### src/rtl/if_fetch_ctrl_if.sv
// Instruction-memory request/acknowledge bus between the fetch controller and instruction memory.
// The fetch controller drives the request and the word address, and memory returns the instruction word with an acknowledge.
interface if_fetch_ctrl_if;
    logic        imem_req;
    logic [31:0] imem_addr;
    logic        imem_ack;
    logic [31:0] imem_rdata;

    modport master (
        output imem_req,
        output imem_addr,
        input  imem_ack,
        input  imem_rdata
    );

    modport slave (
        input  imem_req,
        input  imem_addr,
        output imem_ack,
        output imem_rdata
    );
endinterface

### src/rtl/if_fetch_ctrl.sv
// Instruction-fetch controller that loads the IF/ID register from instruction memory.
// It uses a one-entry skid buffer while decode is stalled and drops fetches that a redirect has killed.
module if_fetch_ctrl #(
    parameter int          TIMEOUT_CYC = 16,
    parameter logic [31:0] NOP_INSTR   = 32'h0000_0000
) (
    input  logic                  clk,
    input  logic                  reset,
    input  logic [31:0]           PC,
    input  logic                  flush,
    input  logic                  stall_id,
    if_fetch_ctrl_if.master       imem,
    output logic                  pc_adv,
    output logic [31:0]           IFID_Instr,
    output logic [31:0]           IFID_PCplus4,
    output logic                  IFID_Valid,
    output logic                  fetch_err
);

    localparam int             TW     = $clog2(TIMEOUT_CYC + 1);
    localparam logic [TW-1:0]  T_LAST = TW'(TIMEOUT_CYC - 1);
    localparam logic [TW-1:0]  T_ARM  = TW'(TIMEOUT_CYC - 2);

    typedef enum logic [1:0] {IDLE, WAIT, HOLD} state_t;

    // Kernel bit is preserved; the increment wraps inside bits [30:0].
    function automatic logic [31:0] pc_plus4(input logic [31:0] a);
        return {a[31], a[30:0] + 31'd4};
    endfunction

    state_t        state_reg;
    logic [31:0]   fetch_pc_reg;
    logic          drop_reg;
    logic [31:0]   skid_instr_reg;
    logic [31:0]   skid_pc_reg;
    logic [TW-1:0] timer_reg;
    logic          fetch_err_reg;
    logic [31:0]   ifid_instr_reg;
    logic [31:0]   ifid_pcplus4_reg;
    logic          ifid_valid_reg;

    logic ifid_free;
    logic fetch_load;
    logic skid_load;

    assign ifid_free  = !stall_id || !ifid_valid_reg;
    assign fetch_load = (state_reg == WAIT) && imem.imem_ack && !drop_reg && !flush && ifid_free;
    assign skid_load  = (state_reg == HOLD) && !flush && !stall_id;
    assign pc_adv     = reset && (fetch_load || skid_load);

    assign imem.imem_req  = (state_reg == WAIT);
    assign imem.imem_addr = {fetch_pc_reg[31:2], 2'b00};

    assign IFID_Instr   = ifid_instr_reg;
    assign IFID_PCplus4 = ifid_pcplus4_reg;
    assign IFID_Valid   = ifid_valid_reg;
    assign fetch_err    = fetch_err_reg;

    always_ff @(posedge clk) begin
        if (!reset) begin
            state_reg        <= IDLE;
            fetch_pc_reg     <= 32'h8000_0000;
            drop_reg         <= 1'b0;
            skid_instr_reg   <= NOP_INSTR;
            skid_pc_reg      <= 32'h8000_0000;
            timer_reg        <= '0;
            fetch_err_reg    <= 1'b0;
            ifid_instr_reg   <= NOP_INSTR;
            ifid_pcplus4_reg <= 32'h8000_0000;
            ifid_valid_reg   <= 1'b0;
        end else begin
            fetch_err_reg <= 1'b0;

            // A stalled valid IF/ID register holds its contents. Otherwise it either loads a new instruction or turns into a bubble.
            if (flush) begin
                ifid_instr_reg <= NOP_INSTR;
                ifid_valid_reg <= 1'b0;
            end else if (!(stall_id && ifid_valid_reg)) begin
                if (fetch_load) begin
                    ifid_instr_reg   <= imem.imem_rdata;
                    ifid_pcplus4_reg <= pc_plus4(fetch_pc_reg);
                    ifid_valid_reg   <= 1'b1;
                end else if (skid_load) begin
                    ifid_instr_reg   <= skid_instr_reg;
                    ifid_pcplus4_reg <= pc_plus4(skid_pc_reg);
                    ifid_valid_reg   <= 1'b1;
                end else begin
                    ifid_valid_reg <= 1'b0;
                end
            end

            case (state_reg)
                IDLE: begin
                    state_reg    <= WAIT;
                    fetch_pc_reg <= PC;
                    timer_reg    <= '0;
                end
                WAIT: begin
                    if (imem.imem_ack) begin
                        timer_reg <= '0;
                        if (drop_reg || flush) begin
                            drop_reg  <= 1'b0;
                            state_reg <= IDLE;
                        end else if (ifid_free) begin
                            fetch_pc_reg <= pc_plus4(PC);
                        end else begin
                            skid_instr_reg <= imem.imem_rdata;
                            skid_pc_reg    <= fetch_pc_reg;
                            state_reg      <= HOLD;
                        end
                    end else begin
                        // A request that has been issued cannot be withdrawn, so a redirect marks the data that comes back as stale.
                        if (flush) begin
                            drop_reg <= 1'b1;
                        end
                        if (timer_reg != T_LAST) begin
                            timer_reg <= timer_reg + 1'b1;
                        end
                        if (timer_reg == T_ARM) begin
                            fetch_err_reg <= 1'b1;
                        end
                    end
                end
                HOLD: begin
                    if (flush || !stall_id) begin
                        state_reg <= IDLE;
                    end
                end
                default: state_reg <= IDLE;
            endcase
        end
    end

endmodule
### src/flat_wrapper.sv
// flat-port wrapper written by rule: the top's interface ports become plain ports
module if_fetch_ctrl_flat 
#(
    parameter int          TIMEOUT_CYC = 16,
    parameter logic [31:0] NOP_INSTR   = 32'h0000_0000
)
  (clk, reset, PC, flush, stall_id, pc_adv, IFID_Instr, IFID_PCplus4, IFID_Valid, fetch_err, imem_imem_req, imem_imem_addr, imem_imem_ack, imem_imem_rdata);
  if_fetch_ctrl_if imem_i ();
  input  logic clk;
  input  logic reset;
  input  logic [31:0] PC;
  input  logic flush;
  input  logic stall_id;
  output logic pc_adv;
  output logic [31:0] IFID_Instr;
  output logic [31:0] IFID_PCplus4;
  output logic IFID_Valid;
  output logic fetch_err;
  output wire logic [$bits(imem_i.imem_req)-1:0] imem_imem_req;
  output wire logic [$bits(imem_i.imem_addr)-1:0] imem_imem_addr;
  input wire logic [$bits(imem_i.imem_ack)-1:0] imem_imem_ack;
  input wire logic [$bits(imem_i.imem_rdata)-1:0] imem_imem_rdata;
  assign imem_imem_req = imem_i.imem_req;
  assign imem_imem_addr = imem_i.imem_addr;
  assign imem_i.imem_ack = imem_imem_ack;
  assign imem_i.imem_rdata = imem_imem_rdata;
  if_fetch_ctrl #(.TIMEOUT_CYC(TIMEOUT_CYC), .NOP_INSTR(NOP_INSTR)) u_core (.clk(clk), .reset(reset), .PC(PC), .flush(flush), .stall_id(stall_id), .imem(imem_i), .pc_adv(pc_adv), .IFID_Instr(IFID_Instr), .IFID_PCplus4(IFID_PCplus4), .IFID_Valid(IFID_Valid), .fetch_err(fetch_err));
endmodule
### config.mk
export PLATFORM = sky130hd
export DESIGN_NAME = if_fetch_ctrl_flat
export DESIGN_NICKNAME = d
export VERILOG_FILES = /design/src/rtl/if_fetch_ctrl_if.sv /design/src/rtl/if_fetch_ctrl.sv /design/src/flat_wrapper.sv
export SDC_FILE = /design/constraint.sdc
export NUM_CORES = 1
export LEC_CHECK = 0
export BUFFER_PORTS_ARGS = -buffer_cell sky130_fd_sc_hd__buf_2
export CORE_MARGIN = 2
export CORE_UTILIZATION = 56
export DETAILED_ROUTE_END_ITERATION = 7
export PLACE_DENSITY_LB_ADDON = 0.1
export SYNTH_ARGS = -nofsm -noshare
export SYNTH_HDL_FRONTEND = slang
export SYNTH_SLANG_ARGS = --single-unit
export TNS_END_PERCENT = 1
### constraint.sdc
create_clock -name clk -period 4.8 [get_ports clk]
set_input_delay 0.48 -clock clk [delete_from_list [all_inputs] [get_ports clk]]
set_output_delay 0.48 -clock clk [all_outputs]
set_load 0.005 [all_outputs]
After elaboration in Yosys (flattened, before gate mapping)
Index checks and enable logic that the tools add are counted.

Eq/ne operators: 11. Bitwise operators: 6. $add $sub $neg: 4. Mux-type cells: 22. Reduce and logical (&&, ||, !) cells: 29.

Operators by type and width (count): 2-to-1 mux 32 bit (7); adder 31 x 3 -> 31 bit, second input constant (3); case mux 32 bit (2 select lines) (1); 2-to-1 mux 5 bit (2); case mux 5 bit (2 select lines) (1); AND reduction 3 bit (3); logical AND 1 bit (8); 2-to-1 mux 2 bit (4); AND reduction 4 bit (2); 2-to-1 mux 1 bit (6); != test 2 x 1 -> 1 bit, second input constant (3); inverter 1 bit (6); case mux 2 bit (3 select lines) (1); nonzero test 2 bit (3); adder 5 x 1 -> 5 bit, second input constant (1); equality test 5 x 4 -> 1 bit, second input constant (1); != test 5 x 4 -> 1 bit, second input constant (1); zero test 1 bit (4); logical OR 1 bit (4); != test 2 bit, second input constant (2); AND reduction 2 bit (2); != test 3 x 1 -> 1 bit, second input constant (1); != test 3 bit, second input constant (1); OR reduction 3 bit (1); 4 further kinds (4).

Register bits after elaboration: 170. Input port bits: 69. Output and inout port bits: 100. Logic and storage cells: 82.

Longest topological paths before layout
Gate-level depths: netlist of run 1.

Word-level depth: 7. Gate-level depth with buffers: 16. Gate-level depth less buffers: 10.

Least setup slack after synthesis of run 1
Ideal clock, no wire load.

Path kind: in2reg. Start: input port imem_imem_ack. End: register u_core.ifid_pcplus4_reg[26] (netlist: u_core.IFID_PCplus4[26]). Cell stages on the path: 15. Path buffers: 5. Required time: 4.683 ns. Path slack: 1.405 ns. Arrival time: 3.278 ns. Library setup time: 0.117 ns. Path through: and3b_1 > buf_6 > nand2_1 > buf_4 > buf_2 > clkbuf_1 > nand2_1 > nand2_1 > ha_1 > and4_1 > clkbuf_1 > nand4_1 > a22o_1 > or3_1 > a32o_1.

Word-level cells in the longest chain between the ends: 6. Elaborated cells between the ends (all ways): 7. Those cells by class: mux: 1; reduce/logical: 6.

RTL lines: from (decl) (RTL line flat_wrapper.sv:21) `input wire logic [$bits(imem_i.imem_ack)-1:0] imem_imem_ack;`; logical AND 1 bit (*) (4 in a row) (RTL line if_fetch_ctrl.sv:47) `assign fetch_load = (state_reg == WAIT) && imem.imem_ack && !drop_reg && !flush && ifid_free;`; nonzero test 2 bit (no source line); AND reduction 3 bit (no source line); to (signal assigned) (RTL line if_fetch_ctrl.sv:81) `ifid_pcplus4_reg <= pc_plus4(fetch_pc_reg);`; to (signal assigned) (RTL line if_fetch_ctrl.sv:85) `ifid_pcplus4_reg <= pc_plus4(skid_pc_reg);`; to (decl) (RTL line if_fetch_ctrl.sv:39) `logic [31:0] ifid_pcplus4_reg;`.

Every way passes the cells marked *; elsewhere a longest branch is shown, timed or not. A chain may end at the register's enable or synchronous reset.

Worst setup path after layout of run 1
Start: register u_core.state_reg[0]. End: register u_core.ifid_pcplus4_reg[26] (netlist: u_core.IFID_PCplus4[26]).

Word-level cells in the longest chain between the ends: 7. Elaborated cells between the ends (all ways): 11. Those cells by class: eq/ne: 2; mux: 1; reduce/logical: 8.

RTL lines: from (decl) (RTL line if_fetch_ctrl.sv:31) `state_t state_reg;`; from (signal assigned) (RTL line if_fetch_ctrl.sv:61) `state_reg <= IDLE;`; from (signal assigned) (RTL line if_fetch_ctrl.sv:94) `state_reg <= WAIT;`; from (signal assigned) (RTL line if_fetch_ctrl.sv:103) `state_reg <= IDLE;`; equality test 2 x 1 -> 1 bit (RTL line if_fetch_ctrl.sv:47); logical AND 1 bit (4 in a row) (RTL line if_fetch_ctrl.sv:47); nonzero test 2 bit (no source line); AND reduction 3 bit (no source line).

Several ways; a longest one is shown, not always the timed one.

==> flow_metrics.tcl, run 1 <==
set metrics [dict create \
    grt_use_total_pct 28.53 \
    utilization_pct 64.44 \
    clkTransAtPathRegs_ns 0.07 \
    layout.cells.non_filler 1357 \
    setup_tns_ns 0 \
    critPathArrivalTime_ns 3.53 \
    num_vias 8127 \
    drc 0 \
    critical_path_class "flop to flop" \
    synth-main-ff-cell "dfxtp_1" \
    grt-busiest-layer "met2" \
    cts_max_level 4 \
    rows 45 \
    crit_fanout 27 \
    status "completed" \
    fin_crit_sh_pct 67.09 \
    hp-class "input port to flop" \
    portBuffers 166 \
    power_mw 3.097 \
    leakage_nw 3.668 \
    start_kind "flop" \
    syn_avg_cell_area_sq_um 7.968 \
    ir_drop_uv 269.3 \
    ys_types 71 \
    via_per_inst 5.989 \
    ctsResizeCount 0 \
    worstMarginPinSlew_ns 1.210 \
    power_density_nw_per_um2 319.7 \
    use_met1_pct 40.70 \
    die_y_microns 127.4 \
    use_met2_pct 43.22 \
    fill_cells 1345 \
    ys_ff_latch 170 \
    drt_first_pass_iters 5 \
    antenna_found_initial 0 \
    pin_count 169 \
    hold_buffers 0 \
    cts-root-buf "clkbuf_16" \
    maxCapViolations 0 \
    critPathCaptureType "flop" \
    seq_area_frac_synth_pct 39.92 \
    hold_viol 0 \
    die-area_sq_um 16230 \
    diodes 0 \
    synthArstFlopShare_pct 0 \
    worstPathRequired_ns 5.11 \
    syn_to_final_growth_pct 13.62 \
    core_sq_um 15030 \
    postRouteAntennaNets 0 \
    synth_area_sq_um 8526 \
    numClockSinks 170 \
    whs_ns 0.2660 \
    setup_slack_ns 1.580 \
    placed_cell_area_sq_um 9116 \
    drt-total-wl_microns 22830 \
    netlist_top_cells_area "dfxtp_1 40%, nand2_1 11%, a21oi_1 5.3%" \
    gp_congestion 0.9359 \
    syn_inst 1070 \
    cts_tree "done" \
    finalNetCount 1232 \
    drt_iter0_drc 678 \
    synth-edff-count 0 \
    numCtsBuffers 17 \
    yosys.area.top_type_share_pct 39.92 \
    fin_crit_ns 3.220 \
    synth_area_leader_cell "dfxtp_1" \
    drive_above_1_share_pct 19.59 \
    hpwl_microns 15310 \
    met3_usage_pct 6.742 \
    grt_max_degree 96 \
    die_w_microns 127.4 \
    post-cts-setup-buffers 0 \
    wl_per_cell_microns 16.82 \
    finalMaxSlewViolations 0 \
    pre_cts_ws_ns 1.473 \
    clk_path_buf_depth 2 \
    grt_setup_unrepaired "no" \
    insertion_delay_ns 0.42 \
    setup_viol 0 \
    fmax_mhz 310.5 \
    initial_utilization_pct 56.71 \
    grt_pass1_wl_microns 37580 \
    yosys_warnings 0 \
    max_slew_margin_pct 18.90 \
    final_area_sq_um 9687 \
    grt_pass1_vias 7435 \
    grt_overflow 0 \
    skew_ns 0.006598 \
    dp_cells 1327 \
]
[cells by family after synthesis]
group                      count (synthesis)  share of synthesized area [%]
and+or+nand+nor                          457                          24.89
adders and majority gates                  5                         0.7338
DFF                                      170                          39.92
buffers and inverters                    118                          7.323
xor gates and xnor gates                  44                          4.520
other                                      1                        0.04398
AOI/OAI and AO/OA                        250                          19.55
muxes                                     25                          3.023
[report_power, final]
group | internal (mW) | total [mW] | leakage, nW | switching (mW)
registers | 1.45 | 1.51 | 1.38 | 0.0601
clock network | 0.769 | 1.34 | 0.268 | 0.572
logic | 0.0983 | 0.249 | 2.02 | 0.150
[worst paths after layout]
kind	cells past startpoint	to	slack, ns	startpoint
min	3	u_core.fetch_pc_reg[31]	0.27	PC[31]
max reg2reg	10	u_core.IFID_PCplus4[26]	1.58	u_core.state_reg[0]
min reg2reg	2	u_core.IFID_PCplus4[9]	0.44	u_core.IFID_PCplus4[9]
max	10	u_core.IFID_PCplus4[26]	1.58	u_core.state_reg[0]
[placed cells by master (no fill, tap or decap), types with 19 or more instances in the layout]
cell type | Yosys | final
nand3_1 | 24 | 24
nand2_1 | 248 | 246
a311oi_1 | 36 | 36
buf_2 | 15 | 166
nand4_1 | 39 | 39
mux2i_1 | 19 | 19
a21oi_1 | 91 | 91
dfxtp_1 | 170 | 170
o21ai_0 | 40 | 40
xnor2_1 | 28 | 28
nor2_1 | 64 | 64
[critical path, stage by stage, from the launching register on]
cell and delay (ns):
dfxtp_1 0.52, and3b_1 0.21, buf_4 0.31, nand2_4 0.08
mux2_2 0.24, ha_1 0.26, and4_1 0.35, nand4_1 0.20
a22o_1 0.30, or3_1 0.38, a32o_1 0.25
[cells in the mapped netlist (10+ instances only)]
cell,n
nand2_1,248
dfxtp_1,170
a21oi_1,91
nor2_1,64
clkbuf_1,45
o21ai_0,40
nand4_1,39
a311oi_1,36
buf_4,33
xnor2_1,28
nand3_1,24
mux2i_1,19
a211oi_1,18
xor2_1,16
and4_1,15
buf_2,15
nor3_1,13
buf_1,11
o211ai_1,11
nor4_1,10
[routing by layer]
metal	vias to the layer above	wire length (microns)
met5	-	0
met4	0	306
met3	28	1846
met2	328	9906
met1	3797	10770
li1	3974	-
[layout make-up]
class	count	area [sq um]	area share, %
multi-input combinational	783	4527	46.73
clock inverter	12	141.4	1.460
inverter	8	30.03	0.3100
clock buffer	18	429.2	4.430
sequential	170	3403	35.13
timing repair buffer	178	920.9	9.507
tap	188	235.2	2.428
No activity file was read; power rests on OpenSTA's default activity.
==> run 2: changes to the inputs <==
--- a/config.mk
+++ b/config.mk
@@ -7,7 +7,7 @@
 export LEC_CHECK = 0
 export BUFFER_PORTS_ARGS = -buffer_cell sky130_fd_sc_hd__buf_2
 export CORE_MARGIN = 2
-export CORE_UTILIZATION = 56
+export CORE_UTILIZATION = 50
 export DETAILED_ROUTE_END_ITERATION = 7
 export PLACE_DENSITY_LB_ADDON = 0.1
 export SYNTH_ARGS = -nofsm -noshare
==> constraint.sdc (replaced) <==
create_clock -name clk -period 2.6 [get_ports clk]
set_input_delay 0.26 -clock clk [delete_from_list [all_inputs] [get_ports clk]]
set_output_delay 0.26 -clock clk [all_outputs]
set_load 0.005 [all_outputs]
==> run 2 against run 1 <==
  * Design area rose by 4.2%
  * Critical path depth unchanged
  * Sequential share of layout area fell by 1.4 points
  * Combinational power rose by 120%
  * Largest cell class unchanged
  * Clock skew up 0.0053 ns
  * Global-route usage down 2.2 points
  * Sequential cell count unchanged
==> flow_metrics.tcl, run 2 (synthesized netlist as in run 1, its figures left out) <==
set metrics [dict create \
    power_mw 5.750 \
    antenna_found_initial 0 \
    maxCapViolations 0 \
    critPathArrivalTime_ns 2.87 \
    setup_viol 0 \
    portBuffers 166 \
    cpMaxStageDelayCell "a222oi_1" \
    utilization_pct 60.66 \
    num_vias 8216 \
    hpwl_microns 16620 \
    switching_share_pct 27.30 \
    cts_max_level 4 \
    pwr-share-clk_pct 42.7 \
    p_seq_share_pct 47.7 \
    grt_pass1_wl_microns 38360 \
    layout_common_cells "244 x nand2_1, 168 x dfxtp_1, 166 x buf_2, 90 x a21oi_1, 64 x nor2_1" \
    cts-root-buf "clkbuf_16" \
    drt_first_pass_iters 7 \
    die-area_sq_um 18110 \
    via_per_inst 5.758 \
    drive_above_1_share_pct 22.95 \
    max_slew_margin_pct 50.88 \
    initial_utilization_pct 51.23 \
    drc 0 \
    leakage_nw 3.870 \
    worstMarginPinSlew_ns 0.7368 \
    pin_count 169 \
    gp_congestion 0.9034 \
    register_area_sq_um 3408 \
    path_cells "a211oi_4, nand2_4, mux2_4, ha_4, and4_4, nand4_1, a222oi_1, buf_4, a21oi_2, o31ai_1" \
    insertion_delay_ns 0.44 \
    hp-class "input port to flop" \
    fmax_mhz 397.5 \
    skew_ns 0.01195 \
    hold_buffers 0 \
    critPathCaptureType "flop" \
    drt_iter0_drc 611 \
    multiInputGateArea_sq_um 4569 \
    grt_pass1_vias 7471 \
    syn_to_final_growth_pct 18.40 \
    fin_crit_sh_pct 96.76 \
    placed_cell_area_sq_um 9484 \
    cts_tree "done" \
    grt_max_degree 96 \
    clk_path_buf_depth 2 \
    diodes 0 \
    critical_path_class "flop to flop" \
    finalNetCount 1268 \
    start_kind "flop" \
    wl_per_cell_microns 16.83 \
    worstPathRequired_ns 2.95 \
    die_w_microns 134.6 \
    setup_tns_ns 0 \
    core_sq_um 16640 \
    final_common_cell "nand2_1" \
    grt_overflow 0 \
    clkTransAtPathRegs_ns 0.07 \
    postRouteAntennaNets 0 \
    status "completed" \
    p_comb_share_pct 9.6 \
    holdPathStages 3 \
    finalMaxSlewViolations 0 \
    grt_use_total_pct 26.33 \
    p_switching_mw 1.570 \
    die_y_microns 134.6 \
    crit_fanout 7 \
    fill_cells 1566 \
    fin_crit_ns 2.516 \
    ir_drop_uv 495.4 \
    numClockSinks 170 \
    power_density_nw_per_um2 569.6 \
    cp_slowest_stage_delay_ns 0.43 \
    p_int_mw 4.180 \
    hold_viol 0 \
    final_area_sq_um 10090 \
    numCtsBuffers 17 \
    drt-total-wl_microns 24010 \
    whs_ns 0.04378 \
    rows 47 \
    reg2regPathDepth 10 \
]
-- run 2: worst paths after layout --
| check | end | slack [ns] | start |
|---|---|---|---|
| worst max-delay path | u_core.IFID_PCplus4[24] | 0.08 | u_core.IFID_Valid |
| worst min-delay path | u_core.fetch_pc_reg[31] | 0.04 | PC[31] |
| worst max register to register | u_core.IFID_PCplus4[24] | 0.08 | u_core.IFID_Valid |
| worst min register to register | u_core.fetch_err | 0.45 | u_core.timer_reg[4] |
-- run 2: worst max-delay path, delay by kind of cell (launching register included) --
| kind | cells | cell delay (ns) |
|---|---|---|
| multiplexers | 1 | 0.23 |
| AO/OA/AOI/OAI | 4 | 1.00 |
| adder cells (fa/ha/maj) | 1 | 0.18 |
| flip-flops | 1 | 0.36 |
| buffers and inverters | 1 | 0.20 |
| AND/OR/NAND/NOR | 3 | 0.46 |
-- run 2: metrics by stage --
stage	setup WS [ns]	instances
detailed placement	0.02829	1393
global placement	0.08655	1393
CTS	0.08505	1425
finish	0.08419	1427
global route	-0.04908	1427
floorplan	-0.2323	1071
-- run 2: cell type report --
| cell class | instances | area share [%] |
|---|---|---|
| Sequential cell | 170 | 33.76 |
| Timing Repair Buffer | 214 | 12.30 |
| Tap cell | 220 | 2.727 |
| Clock inverter | 13 | 1.264 |
| Inverter | 8 | 0.2975 |
| Multi-Input combinational cell | 783 | 45.27 |
| Clock buffer | 19 | 4.388 |
-- run 2: power by group through the flow --
stage | logic, mW | registers, mW | clock network, mW
final | 0.551 | 2.74 | 2.46
after floorplan | 0.343 | 2.78 | 0
after global placement | 0.539 | 2.80 | 0
after CTS | 0.545 | 2.74 | 2.49
after global routing | 0.604 | 2.75 | 2.58
after detailed placement | 0.542 | 2.80 | 0
-- run 2: per-layer routing --
layer	up-vias	global-route usage, %	share of wire [%]
li1	4053	-	-
met3	23	5.556	7.0
met4	0	7.485	1.1
met1	3830	38.36	49
met2	310	39.37	43
met5	-	0	0
-- run 2: timing repair --
action	4_1_cts	5_1_grt
setup endpoints to repair	0	5
gates resized for setup	0	9
buffers inserted	0	2
